### src/rtl/spi_feeder_pkg.sv
// Shared types and constants for the SPI byte feeder and its FIFO.
package spi_feeder_pkg;

  // Feeder sequencing states.
  typedef enum logic [1:0] {
    IDLE      = 2'd0,
    LOAD      = 2'd1,
    WAIT_DONE = 2'd2,
    GAP       = 2'd3
  } feeder_state_e;

  // One buffered entry is {last, data}.
  localparam int ENTRY_W = 9;

endpackage

### src/rtl/sync_fifo.sv
// Single-clock first-word fall-through FIFO with registered full/empty flags.
module sync_fifo
  import spi_feeder_pkg::*;
#(
  parameter int WIDTH = ENTRY_W,
  parameter int DEPTH = 16
) (
  input  logic             clk,
  input  logic             rst,
  input  logic             wr_en,
  input  logic [WIDTH-1:0] wr_data,
  input  logic             rd_en,
  output logic [WIDTH-1:0] rd_data,
  output logic             full,
  output logic             empty
);

  localparam int PTR_W = $clog2(DEPTH);
  localparam int CNT_W = $clog2(DEPTH + 1);

  logic [WIDTH-1:0] mem_q [DEPTH];
  logic [PTR_W-1:0] wr_ptr_q, rd_ptr_q;
  logic [CNT_W-1:0] count_q, count_d;
  logic             full_q, empty_q;
  logic             do_wr, do_rd;

  // A write while full is dropped even if a pop happens in the same cycle.
  assign do_wr   = wr_en & ~full_q;
  assign do_rd   = rd_en & ~empty_q;
  assign rd_data = mem_q[rd_ptr_q];
  assign full    = full_q;
  assign empty   = empty_q;

  // Next occupancy; a simultaneous push and pop leaves it unchanged.
  always_comb begin
    count_d = count_q;
    if (do_wr && !do_rd) begin
      count_d = count_q + CNT_W'(1);
    end else if (!do_wr && do_rd) begin
      count_d = count_q - CNT_W'(1);
    end
  end

  // Pointers, occupancy and flags; flags reflect the occupancy after this edge.
  always_ff @(posedge clk or posedge rst) begin
    if (rst) begin
      wr_ptr_q <= '0;
      rd_ptr_q <= '0;
      count_q  <= '0;
      full_q   <= 1'b0;
      empty_q  <= 1'b1;
    end else begin
      if (do_wr) wr_ptr_q <= wr_ptr_q + PTR_W'(1);
      if (do_rd) rd_ptr_q <= rd_ptr_q + PTR_W'(1);
      count_q <= count_d;
      full_q  <= (count_d == CNT_W'(DEPTH));
      empty_q <= (count_d == '0);
    end
  end

  // Storage array; stale contents are harmless because reset clears the pointers.
  always_ff @(posedge clk) begin
    if (do_wr) mem_q[wr_ptr_q] <= wr_data;
  end

endmodule

### src/rtl/spi_byte_feeder.sv
// Buffers framed command bytes and feeds them one at a time to an SPI transmitter.
module spi_byte_feeder
  import spi_feeder_pkg::*;
#(
  parameter int DEPTH   = 16,
  parameter int GAP_CYC = 8,
  parameter int TMO_CYC = 255
) (
  input  logic       clk,
  input  logic       rst,
  input  logic [7:0] wr_data,
  input  logic       wr_last,
  input  logic       wr_en,
  output logic       full,
  output logic [7:0] tx_data,
  output logic       tx_data_ready,
  output logic       tx_en,
  input  logic       tx_done,
  output logic       frame_done,
  output logic       busy,
  output logic       overflow,
  output logic       timeout
);

  localparam int TMO_W = $clog2(TMO_CYC);
  localparam int GAP_W = (GAP_CYC > 1) ? $clog2(GAP_CYC) : 1;

  feeder_state_e      state_q, state_d;
  logic [7:0]         tx_data_q, tx_data_d;
  logic               last_q, last_d;
  logic               tx_en_q, tx_en_d;
  logic               ready_q, ready_d;
  logic               frame_done_q, frame_done_d;
  logic               overflow_q, overflow_d;
  logic               timeout_q, timeout_d;
  logic [TMO_W-1:0]   tmo_q, tmo_d;
  logic [GAP_W-1:0]   gap_q, gap_d;

  logic [ENTRY_W-1:0] fifo_wr_data, fifo_rd_data;
  logic               fifo_rd_en, fifo_full, fifo_empty;

  assign fifo_wr_data = {wr_last, wr_data};

  sync_fifo #(
    .WIDTH (ENTRY_W),
    .DEPTH (DEPTH)
  ) u_fifo (
    .clk     (clk),
    .rst     (rst),
    .wr_en   (wr_en),
    .wr_data (fifo_wr_data),
    .rd_en   (fifo_rd_en),
    .rd_data (fifo_rd_data),
    .full    (fifo_full),
    .empty   (fifo_empty)
  );

  assign full          = fifo_full;
  assign tx_data       = tx_data_q;
  assign tx_data_ready = ready_q;
  assign tx_en         = tx_en_q;
  assign frame_done    = frame_done_q;
  assign overflow      = overflow_q;
  assign timeout       = timeout_q;
  assign busy          = (state_q != IDLE) | ~fifo_empty;

  // Next-state logic: pop, offer, wait for completion or timeout, then gap.
  always_comb begin
    state_d      = state_q;
    tx_data_d    = tx_data_q;
    last_d       = last_q;
    tx_en_d      = tx_en_q;
    ready_d      = 1'b0;
    frame_done_d = 1'b0;
    timeout_d    = timeout_q;
    tmo_d        = tmo_q;
    gap_d        = gap_q;
    fifo_rd_en   = 1'b0;
    overflow_d   = overflow_q | (wr_en & fifo_full);

    unique case (state_q)
      IDLE: begin
        if (!fifo_empty) begin
          fifo_rd_en = 1'b1;
          tx_data_d  = fifo_rd_data[7:0];
          last_d     = fifo_rd_data[8];
          tx_en_d    = 1'b1;
          state_d    = LOAD;
        end
      end
      LOAD: begin
        ready_d = 1'b1;
        tmo_d   = '0;
        state_d = WAIT_DONE;
      end
      WAIT_DONE: begin
        tx_en_d = 1'b1;
        tmo_d   = tmo_q + TMO_W'(1);
        if (tx_done) begin
          if (last_q) begin
            frame_done_d = 1'b1;
            tx_en_d      = 1'b0;
            gap_d        = '0;
            state_d      = GAP;
          end else if (fifo_empty) begin
            state_d = IDLE;
          end else begin
            fifo_rd_en = 1'b1;
            tx_data_d  = fifo_rd_data[7:0];
            last_d     = fifo_rd_data[8];
            state_d    = LOAD;
          end
        end else if (tmo_q == TMO_W'(TMO_CYC - 1)) begin
          timeout_d = 1'b1;
          tx_en_d   = 1'b0;
          gap_d     = '0;
          state_d   = GAP;
        end
      end
      GAP: begin
        tx_en_d = 1'b0;
        if (gap_q == GAP_W'(GAP_CYC - 1)) begin
          gap_d   = '0;
          state_d = IDLE;
        end else begin
          gap_d = gap_q + GAP_W'(1);
        end
      end
      default: state_d = IDLE;
    endcase
  end

  // State, output and sticky-flag registers; reset discards everything at once.
  always_ff @(posedge clk or posedge rst) begin
    if (rst) begin
      state_q      <= IDLE;
      tx_data_q    <= 8'h00;
      last_q       <= 1'b0;
      tx_en_q      <= 1'b0;
      ready_q      <= 1'b0;
      frame_done_q <= 1'b0;
      overflow_q   <= 1'b0;
      timeout_q    <= 1'b0;
      tmo_q        <= '0;
      gap_q        <= '0;
    end else begin
      state_q      <= state_d;
      tx_data_q    <= tx_data_d;
      last_q       <= last_d;
      tx_en_q      <= tx_en_d;
      ready_q      <= ready_d;
      frame_done_q <= frame_done_d;
      overflow_q   <= overflow_d;
      timeout_q    <= timeout_d;
      tmo_q        <= tmo_d;
      gap_q        <= gap_d;
    end
  end

endmodule

### config.mk
export PLATFORM = sky130hd
export DESIGN_NAME = spi_byte_feeder
export DESIGN_NICKNAME = d
export VERILOG_FILES = /design/src/rtl/spi_feeder_pkg.sv /design/src/rtl/sync_fifo.sv /design/src/rtl/spi_byte_feeder.sv
export SDC_FILE = /design/constraint.sdc
export NUM_CORES = 1
export LEC_CHECK = 0
export ABC_CLOCK_PERIOD_IN_PS = 3050
export CORE_ASPECT_RATIO = 0.7
export CORE_MARGIN = 3
export CORE_UTILIZATION = 30
export DETAILED_ROUTE_END_ITERATION = 7
export SYNTH_ARGS = -nofsm -noshare
export SYNTH_HDL_FRONTEND = slang
export SYNTH_HIERARCHICAL = 1
export SYNTH_SLANG_ARGS = --single-unit
### constraint.sdc
create_clock -name clk -period 3.05 [get_ports clk]
set_input_delay 0.61 -clock clk [delete_from_list [all_inputs] [get_ports clk]]
set_output_delay 0.61 -clock clk [all_outputs]
set_load 0.05 [all_outputs]
==> results of run 1 <==
==> sequential cells by signal, summed over array words and instances (netlist names) <==
register / count
timeout: 1
state_q: 2
u_fifo/empty: 1
u_fifo/wr_ptr_q: 4
u_fifo/count_q: 5
frame_done: 1
tx_data_ready: 1
last_q: 1
overflow: 1
gap_q: 3
u_fifo/rd_ptr_q: 4
tx_data: 8
tmo_q: 8
tx_en: 1
u_fifo/full: 1
u_fifo/mem_q: 144
==> routing by layer <==
metal | vias up | global-route usage | routed length, um
met1 | 2155 | 0.183 | 8120
li1 | 1825 | - | -
met2 | 100 | 0.169 | 6970
met3 | 14 | 0.0263 | 742
met5 | - | 0 | 0
met4 | 0 | 0.0399 | 182
==> area by class of cell <==
class                      instances  area (um^2)  share of cell area
clock buffer                      19          453              0.0501
tap                              325          407              0.0449
clock inverter                    13          164              0.0181
sequential                       186         5380               0.594
timing repair buffer              40          368              0.0407
multi-input combinational        232         2230               0.247
inverter                          12         45.0             0.00498
==> cell usage in the layout, fill, tap and decap left out, drive strengths merged, types with 2 or more instances in the layout <==
master           n
edfxtp         144
dfrtp           41
mux4            36
clkdlybuf4s50   27
nand2           23
clkbuf          19
and2            17
nor2            16
inv             16
ha              15
buf             13
a21oi           12
nor2b           11
xnor2           11
mux2             9
nor3             8
mux2i            8
a22oi            8
nand3            7
o21ai            7
a211oi           6
nor3b            4
nand2b           4
clkinv           4
nor4             3
a31oi            3
a21o             3
and3             3
bufinv           3
a22o             3
nand4            3
and2b            2
a32o             2
clkinvlp         2
==> logic make-up (layout without fill, tap and decap cells) <==
family,count (synthesis),in the layout,share of synthesized area
DFF,186,186,0.692
and+or+nand+nor,102,102,0.0710
muxes,53,53,0.132
AOI/OAI and AO/OA,51,51,0.0473
buffers and inverters,30,84,0.0212
adders and majority gates,15,15,0.0241
xor gates and xnor gates,11,11,0.0124
==> critical path, cell delays in order, from the launching register on <==
cell and delay [ps]:
dfrtp_1 410, inv_1 80, ha_1 300, nand2_1 100, clkdlybuf4s50_1 800
==> final timing paths <==
| check | endpoint | startpoint | slack (ps) | cells after the start |
|---|---|---|---|---|
| setup / recovery | busy | state_q[0]$_DFFE_PP0P_ | 320 | 4 |
| hold / removal | overflow$_DFF_PP0_ | overflow$_DFF_PP0_ | 460 | 1 |
| setup reg to reg | tx_data[3]$_DFFE_PP0P_ | u_fifo/rd_ptr_q[0]$_DFFE_PP0P_ | 510 | 6 |
| hold reg to reg | overflow$_DFF_PP0_ | overflow$_DFF_PP0_ | 460 | 1 |
| max in group asynchronous | u_fifo/rd_ptr_q[0]$_DFFE_PP0P_ | rst | 2010 | 2 |
| min in group asynchronous | overflow$_DFF_PP0_ | rst | 570 | 3 |
==> per-stage QoR <==
step                instance area, um^2  cells  setup slack, ps
floorplan                          7770    448              817
global placement                   8430    795              296
detailed placement                 8430    795              295
CTS                                9050    827              276
global route                       9050    827              193
finish                             9050    827              320
==> power by group through the flow <==
stage	Combinational, uW	Clock, uW	Sequential (uW)
final	3050	2290	3460
after global routing	3320	2460	3520
after CTS	3050	2350	3460
after detailed placement	3040	0	3510
after global placement	2960	0	3490
after floorplan	1990	0	3660
==> impl_metrics.env, run 1 <==
export IMPL_io_buffers=27
export IMPL_clockBufferDepth=2
export IMPL_antenna_cells=0
export IMPL_dr_pass1_iters=5
export IMPL_synth_area_leader_cell="edfxtp_1"
export IMPL_finalPower_uw=8810
export IMPL_synth_cell_type_count=48
export IMPL_rsz0062_at_grt="false"
export IMPL_required_ps=2440
export IMPL_fin_crit_sh=0.895
export IMPL_worstSkewPairLatency_ps=430
export IMPL_grt_max_degree=28
export IMPL_nFillCells=2302
export IMPL_wl_per_cell_um=19.4
export IMPL_htree_levels=4
export IMPL_syn_inst=448
export IMPL_p_sw_frac=0.341
export IMPL_cts_hold_buf=0
export IMPL_cts_tree="done"
export IMPL_drc_errors=0
export IMPL_clock_skew_ps=7.96
export IMPL_antenna_found_initial=0
export IMPL_die_h_um=141
export IMPL_cp_start_kind="flip-flop"
export IMPL_numClockSinks=186
export IMPL_p_int_uw=5810
export IMPL_cp_end_kind="primary output"
export IMPL_drtIter0Drc=280
export IMPL_drtAntennaViolNets=0
export IMPL_cts_resized=0
export IMPL_synth_top_cells_by_area="edfxtp_1 56%, dfrtp_1 13%, mux4_2 7.8%, mux4_1 3.0%, ha_1 2.4%"
export IMPL_path_clk_slew_ps=70
export IMPL_ys_seq_area_frac=0.692
export IMPL_final_nets=517
export IMPL_status="complete, no violations"
export IMPL_grt_first_pass_wirelength_um=24800
export IMPL_syn_to_final_growth_pct=16.4
export IMPL_slew_viol_final=0
export IMPL_synth_net_count=476
export IMPL_clkPwrFrac=0.260
export IMPL_slew_limit_headroom=0.536
export IMPL_drive_above_1_share=0.177
export IMPL_cts_root_buf="clkbuf_16"
export IMPL_cp_data_arrival_time_ps=2120
export IMPL_pwr_share_seq=0.393
export IMPL_finalCriticalPeriod_ps=2730
export IMPL_track_usage=0.120
export IMPL_coreArea_um2=25000
export IMPL_globalRouteOverflowTotal=0
export IMPL_hold_ws_ps=456
export IMPL_dominantRegCellSynth="edfxtp_1"
export IMPL_syn_area_per_cell_um2=17.4
export IMPL_async_flop_share=0.226
export IMPL_cts_setup_buffers=0
export IMPL_setup_viol=0
export IMPL_rows=48
export IMPL_routed_via_count=4094
export IMPL_fin_util=0.361
export IMPL_syn_area_um2=7770
export IMPL_synth_edf_count=144
export IMPL_power_switching_uw=3000
export IMPL_synth_most_common_cell="edfxtp_1"
export IMPL_globalplace_congestion=0.792
export IMPL_synth_top_cell_area_share=0.556
export IMPL_hp_class="reg -> reg"
export IMPL_tns_ps=0
export IMPL_via_per_inst=4.95
export IMPL_p_leak_uw=0.00317
export IMPL_pwr_share_comb=0.347
export IMPL_fmax_mhz=366
export IMPL_ios=28
export IMPL_irDropWorstVdd_uv=351
export IMPL_ys_top_cells_by_count="144 x edfxtp_1, 41 x dfrtp_1, 27 x mux4_2"
export IMPL_worst_slew_pin_transition_ps=696
export IMPL_cts_inserted_buffers=17
export IMPL_power_density_nw_per_um2=974
export IMPL_hold_viol=0
export IMPL_dpl_hpwl_um=10600
export IMPL_ys_warn_count=6
export IMPL_ys_ff_latch=186
export IMPL_dieWidth_um=198
export IMPL_drt_wl_total_um=16000
export IMPL_worst_setup_path_type="reg -> out"
export IMPL_cp_max_fo=8
export IMPL_grt_pass1_vias=4212
export IMPL_dieArea_um2=27900
export IMPL_initial_core_util=0.310
export IMPL_drv_cap=0
No activity file was read; power rests on OpenSTA's default activity.
==> run 2: changes to the inputs <==
- PLACE_DENSITY: unset -> 0.55
==> run 2 against run 1 <==
Critical endpoint unchanged; largest power group unchanged; combinational power about the same; routed wire length increased by 0.34%; largest cell class unchanged; worst hold slack got worse by 110 ps.
==> impl_metrics.env, run 2 (synthesis gave the netlist of run 1 again) <==
export IMPL_p_leak_uw=0.00314
export IMPL_globalplace_congestion=0.813
export IMPL_fin_crit_sh=0.902
export IMPL_rsz0062_at_grt="false"
export IMPL_worstRegToRegCells=6
export IMPL_final_nets=518
export IMPL_htree_levels=4
export IMPL_path_clk_slew_ps=70
export IMPL_fin_ws_ps=298
export IMPL_worstSkewPairLatency_ps=430
export IMPL_hp_class="in -> async"
export IMPL_cts_tree="done"
export IMPL_status="complete, no violations"
export IMPL_ios=28
export IMPL_coreArea_um2=25000
export IMPL_drtAntennaViolNets=0
export IMPL_dieWidth_um=198
export IMPL_cts_setup_buffers=0
export IMPL_setup_viol=0
export IMPL_worst_slew_pin_transition_ps=679
export IMPL_dieArea_um2=27900
export IMPL_nFillCells=2306
export IMPL_via_per_inst=4.90
export IMPL_p_int_uw=5670
export IMPL_setup_worst_path_start="state_q[0]$_DFFE_PP0P_"
export IMPL_numClockSinks=186
export IMPL_cp_top_family="buffers and inverters"
export IMPL_slew_limit_headroom=0.547
export IMPL_irDropWorstVdd_uv=373
export IMPL_fmax_mhz=363
export IMPL_layout_commonest_cell="edfxtp_1"
export IMPL_tns_ps=0
export IMPL_dr_pass1_iters=4
export IMPL_layout_common_cells="144 x edfxtp_1, 40 x dfrtp_1, 27 x clkdlybuf4s50_1, 27 x mux4_2, 23 x nand2_1"
export IMPL_power_density_nw_per_um2=960
export IMPL_hold_viol=0
export IMPL_largest_register="u_fifo/mem_q"
export IMPL_critPathMaxStageDelay_ps=790
export IMPL_rrSetupSlack_ps=470
export IMPL_cp_start_kind="flip-flop"
export IMPL_drtIter0Drc=463
export IMPL_initial_core_util=0.310
export IMPL_cts_inserted_buffers=17
export IMPL_path_buf_inv=2
export IMPL_cts_root_buf="clkbuf_16"
export IMPL_drc_errors=0
export IMPL_drv_cap=0
export IMPL_power_switching_uw=2980
export IMPL_cp_data_arrival_time_ps=2140
export IMPL_antenna_cells=0
export IMPL_cp_end_kind="primary output"
export IMPL_clock_skew_ps=12.4
export IMPL_crit_slowest_cell="clkdlybuf4s50_1"
export IMPL_p_sw_frac=0.345
export IMPL_routed_via_count=4058
export IMPL_dpl_hpwl_um=10600
export IMPL_slew_viol_final=0
export IMPL_r2r_end="tx_data[7]$_DFFE_PP0P_"
export IMPL_cp_endpoint="busy"
export IMPL_r2r_start="u_fifo/rd_ptr_q[0]$_DFFE_PP0P_"
export IMPL_cp_depth=4
export IMPL_largest_register_ffs=144
export IMPL_cts_hold_buf=0
export IMPL_grt_max_degree=27
export IMPL_grt_first_pass_wirelength_um=25600
export IMPL_clockBufferDepth=2
export IMPL_required_ps=2440
export IMPL_wl_per_cell_um=19.4
export IMPL_rows=48
export IMPL_pwr_share_seq=0.403
export IMPL_drive_above_1_share=0.169
export IMPL_pwr_share_comb=0.350
export IMPL_pre_cts_slack_ps=233
export IMPL_syn_to_final_growth_pct=15.8
export IMPL_clkPwrFrac=0.246
export IMPL_cp_max_fo=8
export IMPL_finalCriticalPeriod_ps=2750
export IMPL_grt_pass1_vias=4203
export IMPL_io_buffers=27
export IMPL_drt_wl_total_um=16100
export IMPL_antenna_found_initial=0
export IMPL_die_h_um=141
export IMPL_globalRouteOverflowTotal=0
export IMPL_track_usage=0.123
export IMPL_worst_setup_path_type="reg -> out"
export IMPL_cts_resized=0
export IMPL_crit_path_cell_trace="inv_1, ha_1, nand2_1, clkdlybuf4s50_1"
## run 2: cell count changes in the layout (fill, tap and decap cells not counted), sizes merged
cell	before	now
clkinvlp	2	3
inv	16	13
clkbuf	19	21
buf	13	14
clkinv	4	5
bufinv	3	2
## run 2: metrics by stage
| stage | power [uW] | std cells | area, um^2 | hold slack, ps | util |
|---|---|---|---|---|---|
| final | 8640 | 828 | 9000 | 342 | 0.359 |
| after global routing | 9140 | 828 | 9000 | 363 | 0.359 |
| after CTS | 8730 | 828 | 9000 | 325 | 0.359 |
| after detailed placement | 6570 | 796 | 8440 | 445 | 0.337 |
| after global placement | 6480 | 796 | 8440 | 440 | 0.337 |
| after floorplan | 5650 | 448 | 7770 | 457 | - |
## run 2: area by class of cell
class / count / area [um^2] / share of cell area
inverters: 12 / 45.0 / 0.00500
well taps: 325 / 407 / 0.0452
clock buffers: 21 / 440 / 0.0489
clock inverters: 11 / 123 / 0.0136
flip-flops and latches: 186 / 5380 / 0.597
multi-input cells: 232 / 2230 / 0.248
repair buffers: 41 / 375 / 0.0417
## run 2: how the worst min path moves through the flow
| stage | from | to | cells after the start |
|---|---|---|---|
| final | rst | overflow$_DFF_PP0_ | 2 |
| after floorplan | u_fifo/count_q[4]$_DFF_PP0_ | u_fifo/count_q[4]$_DFF_PP0_ | 1 |
| after global routing | rst | overflow$_DFF_PP0_ | 2 |
| after global placement | overflow$_DFF_PP0_ | overflow$_DFF_PP0_ | 1 |
| after CTS | rst | overflow$_DFF_PP0_ | 2 |
| after detailed placement | overflow$_DFF_PP0_ | overflow$_DFF_PP0_ | 1 |
## run 2: power by group through the flow
stage | registers, uW | clock network [uW] | logic (uW)
floorplan | 3660 | 0 | 1990
global placement | 3510 | 0 | 2970
detailed placement | 3540 | 0 | 3030
CTS | 3490 | 2190 | 3050
global route | 3540 | 2290 | 3320
finish | 3490 | 2130 | 3030
## run 2: per-layer routing
metal  routed length (um)  global-route usage
met1                 7840               0.184
met4                  211              0.0399
met5                    0                   0
met3                  976              0.0327
met2                 7040               0.175
